==> src/rtl/estagio_id_ex_if.sv <==
// ---------------------------------------------------------------------------
// estagio_id_ex_if
// Signal bundle between the decode stage, the forwarding sources and the
// ID/EX pipeline register.
//
//   Decode side  : id_valid, id_rs1, id_rs2, id_rd, id_rd1, id_rd2, id_imm,
//                  id_ULASrc, id_ULAControl, id_RegWrite, id_MemRead,
//                  id_MemWrite, flush
//   Forwarding   : mem_rd, mem_RegWrite, mem_result,
//                  wb_rd, wb_RegWrite, wb_result
//   EX side      : stall, ex_valid, w_rd1SrcA, w_SrcB, ULAControl,
//                  ex_rd2_fwd, ex_rd, ex_RegWrite, ex_MemRead, ex_MemWrite
//
// master : the surrounding pipeline (drives decode and forwarding signals)
// slave  : the ID/EX register itself
// ---------------------------------------------------------------------------
interface estagio_id_ex_if #(
  parameter int XLEN = 32,
  parameter int REGW = 5
);

  // Decode stage
  logic            id_valid;
  logic [REGW-1:0] id_rs1;
  logic [REGW-1:0] id_rs2;
  logic [REGW-1:0] id_rd;
  logic [XLEN-1:0] id_rd1;
  logic [XLEN-1:0] id_rd2;
  logic [XLEN-1:0] id_imm;
  logic            id_ULASrc;
  logic [2:0]      id_ULAControl;
  logic            id_RegWrite;
  logic            id_MemRead;
  logic            id_MemWrite;
  logic            flush;

  // Forwarding sources
  logic [REGW-1:0] mem_rd;
  logic            mem_RegWrite;
  logic [XLEN-1:0] mem_result;
  logic [REGW-1:0] wb_rd;
  logic            wb_RegWrite;
  logic [XLEN-1:0] wb_result;

  // Execute stage
  logic            stall;
  logic            ex_valid;
  logic [XLEN-1:0] w_rd1SrcA;
  logic [XLEN-1:0] w_SrcB;
  logic [2:0]      ULAControl;
  logic [XLEN-1:0] ex_rd2_fwd;
  logic [REGW-1:0] ex_rd;
  logic            ex_RegWrite;
  logic            ex_MemRead;
  logic            ex_MemWrite;

  modport master (
    output id_valid, id_rs1, id_rs2, id_rd, id_rd1, id_rd2, id_imm,
           id_ULASrc, id_ULAControl, id_RegWrite, id_MemRead, id_MemWrite,
           flush,
           mem_rd, mem_RegWrite, mem_result,
           wb_rd, wb_RegWrite, wb_result,
    input  stall, ex_valid, w_rd1SrcA, w_SrcB, ULAControl, ex_rd2_fwd,
           ex_rd, ex_RegWrite, ex_MemRead, ex_MemWrite
  );

  modport slave (
    input  id_valid, id_rs1, id_rs2, id_rd, id_rd1, id_rd2, id_imm,
           id_ULASrc, id_ULAControl, id_RegWrite, id_MemRead, id_MemWrite,
           flush,
           mem_rd, mem_RegWrite, mem_result,
           wb_rd, wb_RegWrite, wb_result,
    output stall, ex_valid, w_rd1SrcA, w_SrcB, ULAControl, ex_rd2_fwd,
           ex_rd, ex_RegWrite, ex_MemRead, ex_MemWrite
  );

endinterface

==> src/rtl/estagio_id_ex.sv <==
// ---------------------------------------------------------------------------
// estagio_id_ex
// ID/EX pipeline register. Latches the decoded operands and control bits,
// bypasses the WB result into the operands while capturing, forwards MEM/WB
// results onto the ALU operands in EX, and detects load-use hazards.
//
// Ports:
//   clk    : rising-edge clock
//   reset  : synchronous, active-high; loads a bubble
//   bus    : estagio_id_ex_if.slave (decode inputs, forwarding sources,
//            EX outputs and the combinational stall request)
// ---------------------------------------------------------------------------
module estagio_id_ex #(
  parameter int XLEN = 32,
  parameter int REGW = 5
) (
  input  logic           clk,
  input  logic           reset,
  estagio_id_ex_if.slave bus
);

  // Registered EX fields
  logic            ex_valid_q;
  logic [REGW-1:0] ex_rs1_q;
  logic [REGW-1:0] ex_rs2_q;
  logic [REGW-1:0] ex_rd_q;
  logic [XLEN-1:0] ex_rd1_q;
  logic [XLEN-1:0] ex_rd2_q;
  logic [XLEN-1:0] ex_imm_q;
  logic            ex_ulasrc_q;
  logic [2:0]      ex_ulactl_q;
  logic            ex_regwrite_q;
  logic            ex_memread_q;
  logic            ex_memwrite_q;

  logic            stall_c;
  logic            load_bubble;
  logic [XLEN-1:0] rd1_capture;
  logic [XLEN-1:0] rd2_capture;
  logic [XLEN-1:0] fwd_a;
  logic [XLEN-1:0] fwd_b;

  // A source register matches a producer only when the producer really
  // writes and the index is not x0.
  function automatic logic producer_hit(input logic            wr_en,
                                        input logic [REGW-1:0] prod_rd,
                                        input logic [REGW-1:0] rs);
    return wr_en && (prod_rd != '0) && (prod_rd == rs);
  endfunction

  // EX forwarding: MEM is the younger producer, so it wins over WB.
  function automatic logic [XLEN-1:0] forward_operand(input logic [REGW-1:0] rs,
                                                      input logic [XLEN-1:0] latched);
    if (producer_hit(bus.mem_RegWrite, bus.mem_rd, rs))
      return bus.mem_result;
    else if (producer_hit(bus.wb_RegWrite, bus.wb_rd, rs))
      return bus.wb_result;
    else
      return latched;
  endfunction

  // Load-use hazard: the load in EX has not produced its data yet, so the
  // dependent instruction in ID must wait one cycle. A flush kills the
  // dependent instruction anyway, so it never stalls.
  always_comb begin
    stall_c = ex_valid_q && ex_memread_q && (ex_rd_q != '0) && bus.id_valid &&
              ((bus.id_rs1 == ex_rd_q) || (bus.id_rs2 == ex_rd_q)) &&
              !bus.flush;
  end

  // The register file is written at the end of WB, so a read in ID during
  // the same cycle sees the stale value; take the WB result instead.
  always_comb begin
    rd1_capture = producer_hit(bus.wb_RegWrite, bus.wb_rd, bus.id_rs1) ?
                  bus.wb_result : bus.id_rd1;
    rd2_capture = producer_hit(bus.wb_RegWrite, bus.wb_rd, bus.id_rs2) ?
                  bus.wb_result : bus.id_rd2;
  end

  assign load_bubble = reset || bus.flush || stall_c || !bus.id_valid;

  // Bubble clears every field, which also makes rs1/rs2 zero so a bubble
  // can never pick up a forwarded value.
  always_ff @(posedge clk) begin
    if (load_bubble) begin
      ex_valid_q    <= 1'b0;
      ex_rs1_q      <= '0;
      ex_rs2_q      <= '0;
      ex_rd_q       <= '0;
      ex_rd1_q      <= '0;
      ex_rd2_q      <= '0;
      ex_imm_q      <= '0;
      ex_ulasrc_q   <= 1'b0;
      ex_ulactl_q   <= 3'b000;
      ex_regwrite_q <= 1'b0;
      ex_memread_q  <= 1'b0;
      ex_memwrite_q <= 1'b0;
    end else begin
      ex_valid_q    <= 1'b1;
      ex_rs1_q      <= bus.id_rs1;
      ex_rs2_q      <= bus.id_rs2;
      ex_rd_q       <= bus.id_rd;
      ex_rd1_q      <= rd1_capture;
      ex_rd2_q      <= rd2_capture;
      ex_imm_q      <= bus.id_imm;
      ex_ulasrc_q   <= bus.id_ULASrc;
      ex_ulactl_q   <= bus.id_ULAControl;
      ex_regwrite_q <= bus.id_RegWrite;
      ex_memread_q  <= bus.id_MemRead;
      ex_memwrite_q <= bus.id_MemWrite;
    end
  end

  always_comb begin
    fwd_a = forward_operand(ex_rs1_q, ex_rd1_q);
    fwd_b = forward_operand(ex_rs2_q, ex_rd2_q);
  end

  assign bus.stall       = stall_c;
  assign bus.ex_valid    = ex_valid_q;
  assign bus.w_rd1SrcA   = fwd_a;
  assign bus.ex_rd2_fwd  = fwd_b;
  assign bus.w_SrcB      = ex_ulasrc_q ? ex_imm_q : fwd_b;
  assign bus.ULAControl  = ex_ulactl_q;
  assign bus.ex_rd       = ex_rd_q;
  assign bus.ex_RegWrite = ex_regwrite_q;
  assign bus.ex_MemRead  = ex_memread_q;
  assign bus.ex_MemWrite = ex_memwrite_q;

endmodule
==> src/flat_wrapper.sv <==
// flat-port wrapper written by rule: the top's interface ports become plain ports
module estagio_id_ex_flat 
#(
  parameter int XLEN = 32,
  parameter int REGW = 5
)
  (clk, reset, bus_id_valid, bus_id_rs1, bus_id_rs2, bus_id_rd, bus_id_rd1, bus_id_rd2, bus_id_imm, bus_id_ULASrc, bus_id_ULAControl, bus_id_RegWrite, bus_id_MemRead, bus_id_MemWrite, bus_flush, bus_mem_rd, bus_mem_RegWrite, bus_mem_result, bus_wb_rd, bus_wb_RegWrite, bus_wb_result, bus_stall, bus_ex_valid, bus_w_rd1SrcA, bus_w_SrcB, bus_ULAControl, bus_ex_rd2_fwd, bus_ex_rd, bus_ex_RegWrite, bus_ex_MemRead, bus_ex_MemWrite);
  estagio_id_ex_if #(.XLEN(XLEN), .REGW(REGW)) bus_i ();
  input  logic clk;
  input  logic reset;
  input wire logic [$bits(bus_i.id_valid)-1:0] bus_id_valid;
  input wire logic [$bits(bus_i.id_rs1)-1:0] bus_id_rs1;
  input wire logic [$bits(bus_i.id_rs2)-1:0] bus_id_rs2;
  input wire logic [$bits(bus_i.id_rd)-1:0] bus_id_rd;
  input wire logic [$bits(bus_i.id_rd1)-1:0] bus_id_rd1;
  input wire logic [$bits(bus_i.id_rd2)-1:0] bus_id_rd2;
  input wire logic [$bits(bus_i.id_imm)-1:0] bus_id_imm;
  input wire logic [$bits(bus_i.id_ULASrc)-1:0] bus_id_ULASrc;
  input wire logic [$bits(bus_i.id_ULAControl)-1:0] bus_id_ULAControl;
  input wire logic [$bits(bus_i.id_RegWrite)-1:0] bus_id_RegWrite;
  input wire logic [$bits(bus_i.id_MemRead)-1:0] bus_id_MemRead;
  input wire logic [$bits(bus_i.id_MemWrite)-1:0] bus_id_MemWrite;
  input wire logic [$bits(bus_i.flush)-1:0] bus_flush;
  input wire logic [$bits(bus_i.mem_rd)-1:0] bus_mem_rd;
  input wire logic [$bits(bus_i.mem_RegWrite)-1:0] bus_mem_RegWrite;
  input wire logic [$bits(bus_i.mem_result)-1:0] bus_mem_result;
  input wire logic [$bits(bus_i.wb_rd)-1:0] bus_wb_rd;
  input wire logic [$bits(bus_i.wb_RegWrite)-1:0] bus_wb_RegWrite;
  input wire logic [$bits(bus_i.wb_result)-1:0] bus_wb_result;
  output wire logic [$bits(bus_i.stall)-1:0] bus_stall;
  output wire logic [$bits(bus_i.ex_valid)-1:0] bus_ex_valid;
  output wire logic [$bits(bus_i.w_rd1SrcA)-1:0] bus_w_rd1SrcA;
  output wire logic [$bits(bus_i.w_SrcB)-1:0] bus_w_SrcB;
  output wire logic [$bits(bus_i.ULAControl)-1:0] bus_ULAControl;
  output wire logic [$bits(bus_i.ex_rd2_fwd)-1:0] bus_ex_rd2_fwd;
  output wire logic [$bits(bus_i.ex_rd)-1:0] bus_ex_rd;
  output wire logic [$bits(bus_i.ex_RegWrite)-1:0] bus_ex_RegWrite;
  output wire logic [$bits(bus_i.ex_MemRead)-1:0] bus_ex_MemRead;
  output wire logic [$bits(bus_i.ex_MemWrite)-1:0] bus_ex_MemWrite;
  assign bus_i.id_valid = bus_id_valid;
  assign bus_i.id_rs1 = bus_id_rs1;
  assign bus_i.id_rs2 = bus_id_rs2;
  assign bus_i.id_rd = bus_id_rd;
  assign bus_i.id_rd1 = bus_id_rd1;
  assign bus_i.id_rd2 = bus_id_rd2;
  assign bus_i.id_imm = bus_id_imm;
  assign bus_i.id_ULASrc = bus_id_ULASrc;
  assign bus_i.id_ULAControl = bus_id_ULAControl;
  assign bus_i.id_RegWrite = bus_id_RegWrite;
  assign bus_i.id_MemRead = bus_id_MemRead;
  assign bus_i.id_MemWrite = bus_id_MemWrite;
  assign bus_i.flush = bus_flush;
  assign bus_i.mem_rd = bus_mem_rd;
  assign bus_i.mem_RegWrite = bus_mem_RegWrite;
  assign bus_i.mem_result = bus_mem_result;
  assign bus_i.wb_rd = bus_wb_rd;
  assign bus_i.wb_RegWrite = bus_wb_RegWrite;
  assign bus_i.wb_result = bus_wb_result;
  assign bus_stall = bus_i.stall;
  assign bus_ex_valid = bus_i.ex_valid;
  assign bus_w_rd1SrcA = bus_i.w_rd1SrcA;
  assign bus_w_SrcB = bus_i.w_SrcB;
  assign bus_ULAControl = bus_i.ULAControl;
  assign bus_ex_rd2_fwd = bus_i.ex_rd2_fwd;
  assign bus_ex_rd = bus_i.ex_rd;
  assign bus_ex_RegWrite = bus_i.ex_RegWrite;
  assign bus_ex_MemRead = bus_i.ex_MemRead;
  assign bus_ex_MemWrite = bus_i.ex_MemWrite;
  estagio_id_ex #(.XLEN(XLEN), .REGW(REGW)) u_core (.clk(clk), .reset(reset), .bus(bus_i));
endmodule
==> config.mk <==
export PLATFORM = sky130hd
export DESIGN_NAME = estagio_id_ex_flat
export DESIGN_NICKNAME = d
export VERILOG_FILES = /design/src/rtl/estagio_id_ex_if.sv /design/src/rtl/estagio_id_ex.sv /design/src/flat_wrapper.sv
export SDC_FILE = /design/constraint.sdc
export NUM_CORES = 1
export LEC_CHECK = 0
export ABC_AREA = 1
export CAP_MARGIN = 20
export CORE_UTILIZATION = 46
export DETAILED_ROUTE_END_ITERATION = 16
export GPL_TIMING_DRIVEN = 0
export PLACE_DENSITY = 0.87
export RECOVER_POWER = 100
export SYNTH_ARGS = -nofsm -noshare
export SYNTH_HDL_FRONTEND = slang
export SYNTH_SLANG_ARGS = --single-unit
==> constraint.sdc <==
create_clock -name clk -period 5.55 [get_ports clk]
set_input_delay 1.11 -clock clk [delete_from_list [all_inputs] [get_ports clk]]
set_output_delay 1.11 -clock clk [all_outputs]
set_load 0.01 [all_outputs]
======== Word-level counts from Yosys, hierarchy flattened ========
Cells that the tools add are included.
operators by class
  eq/ne operators ......................... 8
  multiplexer cells ....................... 8
  reductions and logical operators ........ 22
operators by type and width
  kind                 count
  2-to-1 mux 32 bit    7
  equality test 5 bit  8
  nonzero test 5 bit   3
  logical AND 1 bit    13
  logical OR 1 bit     4
  logical NOT 1 bit    2
  2-to-1 mux 1 bit     1
storage, ports and cells
  register bits ........................... 119
  input bits .............................. 198
  output and inout port bits .............. 109
  word-level logic and storage cells ...... 50

======== Depth between registers and ports, before layout ========
  word-level depth ........................ 8
  gate-level depth with buffers ........... 11
  depth with buffers taken out ............ 10

======== Least setup slack after synthesis ========
Ideal clock, no wire load.
  path type ............................... input-to-output
  start ................................... in bus_wb_rd[4]
  end ..................................... out bus_w_rd1SrcA[10]
  data arrival time ....................... 2.220 ns
  data required time ...................... 4.440 ns
  slack ................................... 2.220 ns
  stages .................................. 7
  path buffers ............................ 2
  cells stage by stage .................... buf_2 -> xor2_1 -> nor2_1 -> clkbuf_1 -> nand3b_1 -> nand3_1 -> nand2_1
between the ends
  word-level cells in the longest chain between the ends .. 5
  elaborated cells between the ends (all ways) .. 6
  classes of those cells .................. eq/ne (1); mux (2); reduce/logical (3)
RTL lines
  item                 line                 RTL
  start, declared      flat_wrapper.sv:27   input wire logic [$bits(bus_i.wb_rd)-1:0] bus_wb_rd;
  nonzero test 5 bit   estagio_id_ex.sv:48  return wr_en && (prod_rd != '0) && (prod_rd == rs);
  logical AND 1 bit    estagio_id_ex.sv:48
  logical AND 1 bit *  estagio_id_ex.sv:48
  2-to-1 mux 32 bit *  estagio_id_ex.sv:56  else if (producer_hit(bus.wb_RegWrite, bus.wb_rd, rs))
  2-to-1 mux 32 bit *  estagio_id_ex.sv:54  if (producer_hit(bus.mem_RegWrite, bus.mem_rd, rs))
  end, declared        flat_wrapper.sv:32   output wire logic [$bits(bus_i.w_rd1SrcA)-1:0] bus_w_rd1SrcA;
Mark *: on every way between the ends. The rest lies on a longest branch, timed or not.

======== Final worst setup path ========
  start ................................... in bus_mem_rd[4]
  end ..................................... out bus_ex_rd2_fwd[12]
between the ends
  word-level cells in the longest chain between the ends .. 4
  elaborated cells between the ends (all ways) .. 5
  classes of those cells .................. eq/ne (1); mux (1); reduce/logical (3)
RTL lines
  item                 line                 RTL
  start, declared      flat_wrapper.sv:24   input wire logic [$bits(bus_i.mem_rd)-1:0] bus_mem_rd;
  nonzero test 5 bit   estagio_id_ex.sv:48
  logical AND 1 bit    estagio_id_ex.sv:48
  logical AND 1 bit *  estagio_id_ex.sv:48
  2-to-1 mux 32 bit *  estagio_id_ex.sv:54
  end, declared        flat_wrapper.sv:35   output wire logic [$bits(bus_i.ex_rd2_fwd)-1:0] bus_ex_rd2_fwd;
Marked as above.

==> impl_metrics.tcl <==
set metrics [dict create \
    p_leak_nw 5.10 \
    wl_per_cell_um 16.7 \
    critPathKind "primary input to output port" \
    grt_usage 0.329 \
    setup_viol 0 \
    irDropWorstVdd_uv 219 \
    die_h_um 125 \
    ys_ff_latch 119 \
    rr_endpoint "u_core.ex_rd2_q[25]" \
    r2r_slack_ps 3210 \
    finalSetupTns_ps 0 \
    synth_enable_flop_cells 0 \
    r2r_cells 9 \
    ys_top_cells_by_count "nand2_1, nand3_1, dfxtp_1, inv_1" \
    status "finished clean" \
    yosysWarnings 0 \
    fin_ws_ps 321 \
    syn_nets 1247 \
    crit_end "bus_ex_rd2_fwd[12]" \
    ys_types 28 \
    drive_gt1_frac 0.0477 \
    rows 44 \
    post-place-cells 1536 \
    gp_congestion 0.918 \
    cts_buffer_depth 2 \
    worst_path_max_delay_cell "dlygate4sd3_1" \
    hold_violations 0 \
    finalCriticalPeriod_ps 5230 \
    seq_area_frac_synth 0.344 \
    path_max_fanout 10 \
    h-tree-depth 4 \
    maxSlewViolCount 0 \
    cp-end-kind "output port" \
    dp_hpwl_um 19600 \
    clkLatencyLatePin_ps 420 \
    die_w_um 125 \
    netlist_area_um2 6920 \
    post-synth-top-count-cell "nand2_1" \
    required_ps 4440 \
    crit_path_frequent_cell "dlygate4sd3_1" \
    drt_pre_antenna_iters 6 \
    rsz0062_at_grt "no" \
    root_buffer "clkbuf_16" \
    fin_cells 1568 \
    synth_top_area_share 0.344 \
    skew_ps 5.44 \
    synth-main-ff-cell "dfxtp_1" \
    slew_headroom 0.129 \
    port_buffers 303 \
    async_flop_share 0 \
    synth_area_leader_cell "dfxtp_1" \
    grt_pass1_wl_um 40300 \
    stdcell_area_um2 10700 \
    drtIter0Drc 654 \
    critical_path.startpoint "bus_mem_rd[4]" \
    diodes 0 \
    antenna_found_initial 0 \
    postCtsSetupBuffers 0 \
    pre_cts_ws_ps 595 \
    synthTopCellsByArea "dfxtp_1, nand2_1, nand3_1, nand3b_1, inv_1" \
    num_io_pins 307 \
    areaGrowthSynthToFinish_pct 54.9 \
    cts_tree "yes" \
    hold_buffers 0 \
    coreArea_um2 14600 \
    grt_max_degree 17 \
    layout.nets 1569 \
    postRouteAntennaNets 0 \
    clk_pin_slew_ps 60 \
    power_density_nw_per_um2 238 \
    fp.dieArea_um2 15500 \
    critPathLaunchType "primary input" \
    drc 0 \
    worstHoldPathType "flip-flop to flip-flop" \
    initial_utilization 0.474 \
    maxCapViolCount 0 \
    cp_cell_sequence "dlygate4sd3_1 > xor2_1 > nor2_1 > nand3b_1 > clkbuf_1 > nand3_1 > and2_1 > dlygate4sd3_1" \
    finalCritPeriodShare 0.942 \
    overflow 0 \
    crit_path_max_incr_delay_ps 610 \
    synth.avg_cell_area_um2 6.59 \
    clock.fmax_ghz 0.191 \
    cts.sinks 119 \
    dpl_cell_area_um2 10200 \
    cts_buffers 17 \
    r2r-start "u_core.bus.ex_rd[0]" \
    tightest_slew_ps 1300 \
    cp.arrival_ps 4120 \
    synth_cells 1049 \
    wirelength_um 26200 \
    filler_cell_count 1169 \
    cts_resized 0 \
    first_global_vias 7906 \
    viasPerCell 5.29 \
    via_count 8300 \
]
==> layout by cell type, fill, tap and decap left out, types with 41 or more instances in the layout <==
cell	instances
clkdlybuf4s50_1	223
dlygate4sd3_1	80
nand3_1	197
a21oi_1	67
nor2_1	67
nand3b_1	65
clkbuf_1	41
inv_1	97
dfxtp_1	119
nand2_1	286
==> power breakdown <==
part           switching (mW)  internal, mW  leakage [nW]  total [mW]
Clock                   0.400         0.797         0.310        1.20
Sequential            0.00838         0.879         0.968       0.887
Combinational           0.224         0.242          3.82       0.466
==> flip-flops by register name (all words and copies together), names as in the netlist <==
name,cells
u_core.bus.ULAControl,3
u_core.bus.ex_MemRead,1
u_core.bus.ex_MemWrite,1
u_core.bus.ex_RegWrite,1
u_core.bus.ex_rd,5
u_core.bus.ex_valid,1
u_core.ex_imm_q,32
u_core.ex_rd1_q,32
u_core.ex_rd2_q,32
u_core.ex_rs1_q,5
u_core.ex_rs2_q,5
u_core.ex_ulasrc_q,1
==> cell type report <==
type | instances | area [um2] | area share
buffer | 74 | 354 | 0.0331
clock buffer | 24 | 492 | 0.0459
clock inverter | 8 | 143 | 0.0133
inverter | 97 | 364 | 0.0340
multi-input combinational | 759 | 3710 | 0.347
sequential | 119 | 2380 | 0.222
tap | 184 | 230 | 0.0215
timing repair buffer | 303 | 3030 | 0.283
==> how the worst min path moves through the flow <==
stage | from | to | cells past startpoint
global route | bus_id_imm[18] | u_core.ex_imm_q[18] | 3
detailed placement | u_core.bus.ex_valid | u_core.ex_rd1_q[31] | 8
finish | u_core.bus.ex_valid | u_core.ex_rd2_q[27] | 8
floorplan | u_core.bus.ex_MemRead | u_core.ex_rd1_q[0] | 8
CTS | u_core.bus.ex_valid | u_core.ex_rd1_q[31] | 8
global placement | u_core.bus.ex_valid | u_core.ex_rd2_q[27] | 8
==> cell families (layout without fill, tap and decap cells) <==
kind of cell | count (synthesis) | after routing | synth area share
simple gates | 657 | 657 | 0.451
buf+inv | 171 | 506 | 0.112
flops | 119 | 119 | 0.344
compound gates | 69 | 69 | 0.0503
xor+xnor | 33 | 33 | 0.0418
==> routing by layer <==
metal / vias to the layer above / global-route usage / wire length, um
met5: - / 0 / 0
met3: 74 / 0.0674 / 2360
met4: 0 / 0.155 / 938
met2: 476 / 0.564 / 12700
li1: 3987 / - / -
met1: 3763 / 0.392 / 10200
==> worst max-delay path, delay by kind of cell <==
kind,cells,cell delay [ps]
buffers and inverters,3,1550
and+or+nand+nor,4,1270
xor gates and xnor gates,1,160
==> through the flow <==
step | hold slack (ps) | util | power (mW)
final | 1130 | 0.734 | 2.55
after global routing | 1210 | 0.734 | 2.62
after CTS | 977 | 0.741 | 2.56
after detailed placement | 959 | 0.698 | 1.38
after global placement | 946 | 0.698 | 1.37
after floorplan | 899 | - | 1.09
(Power assumes the default switching activity.)
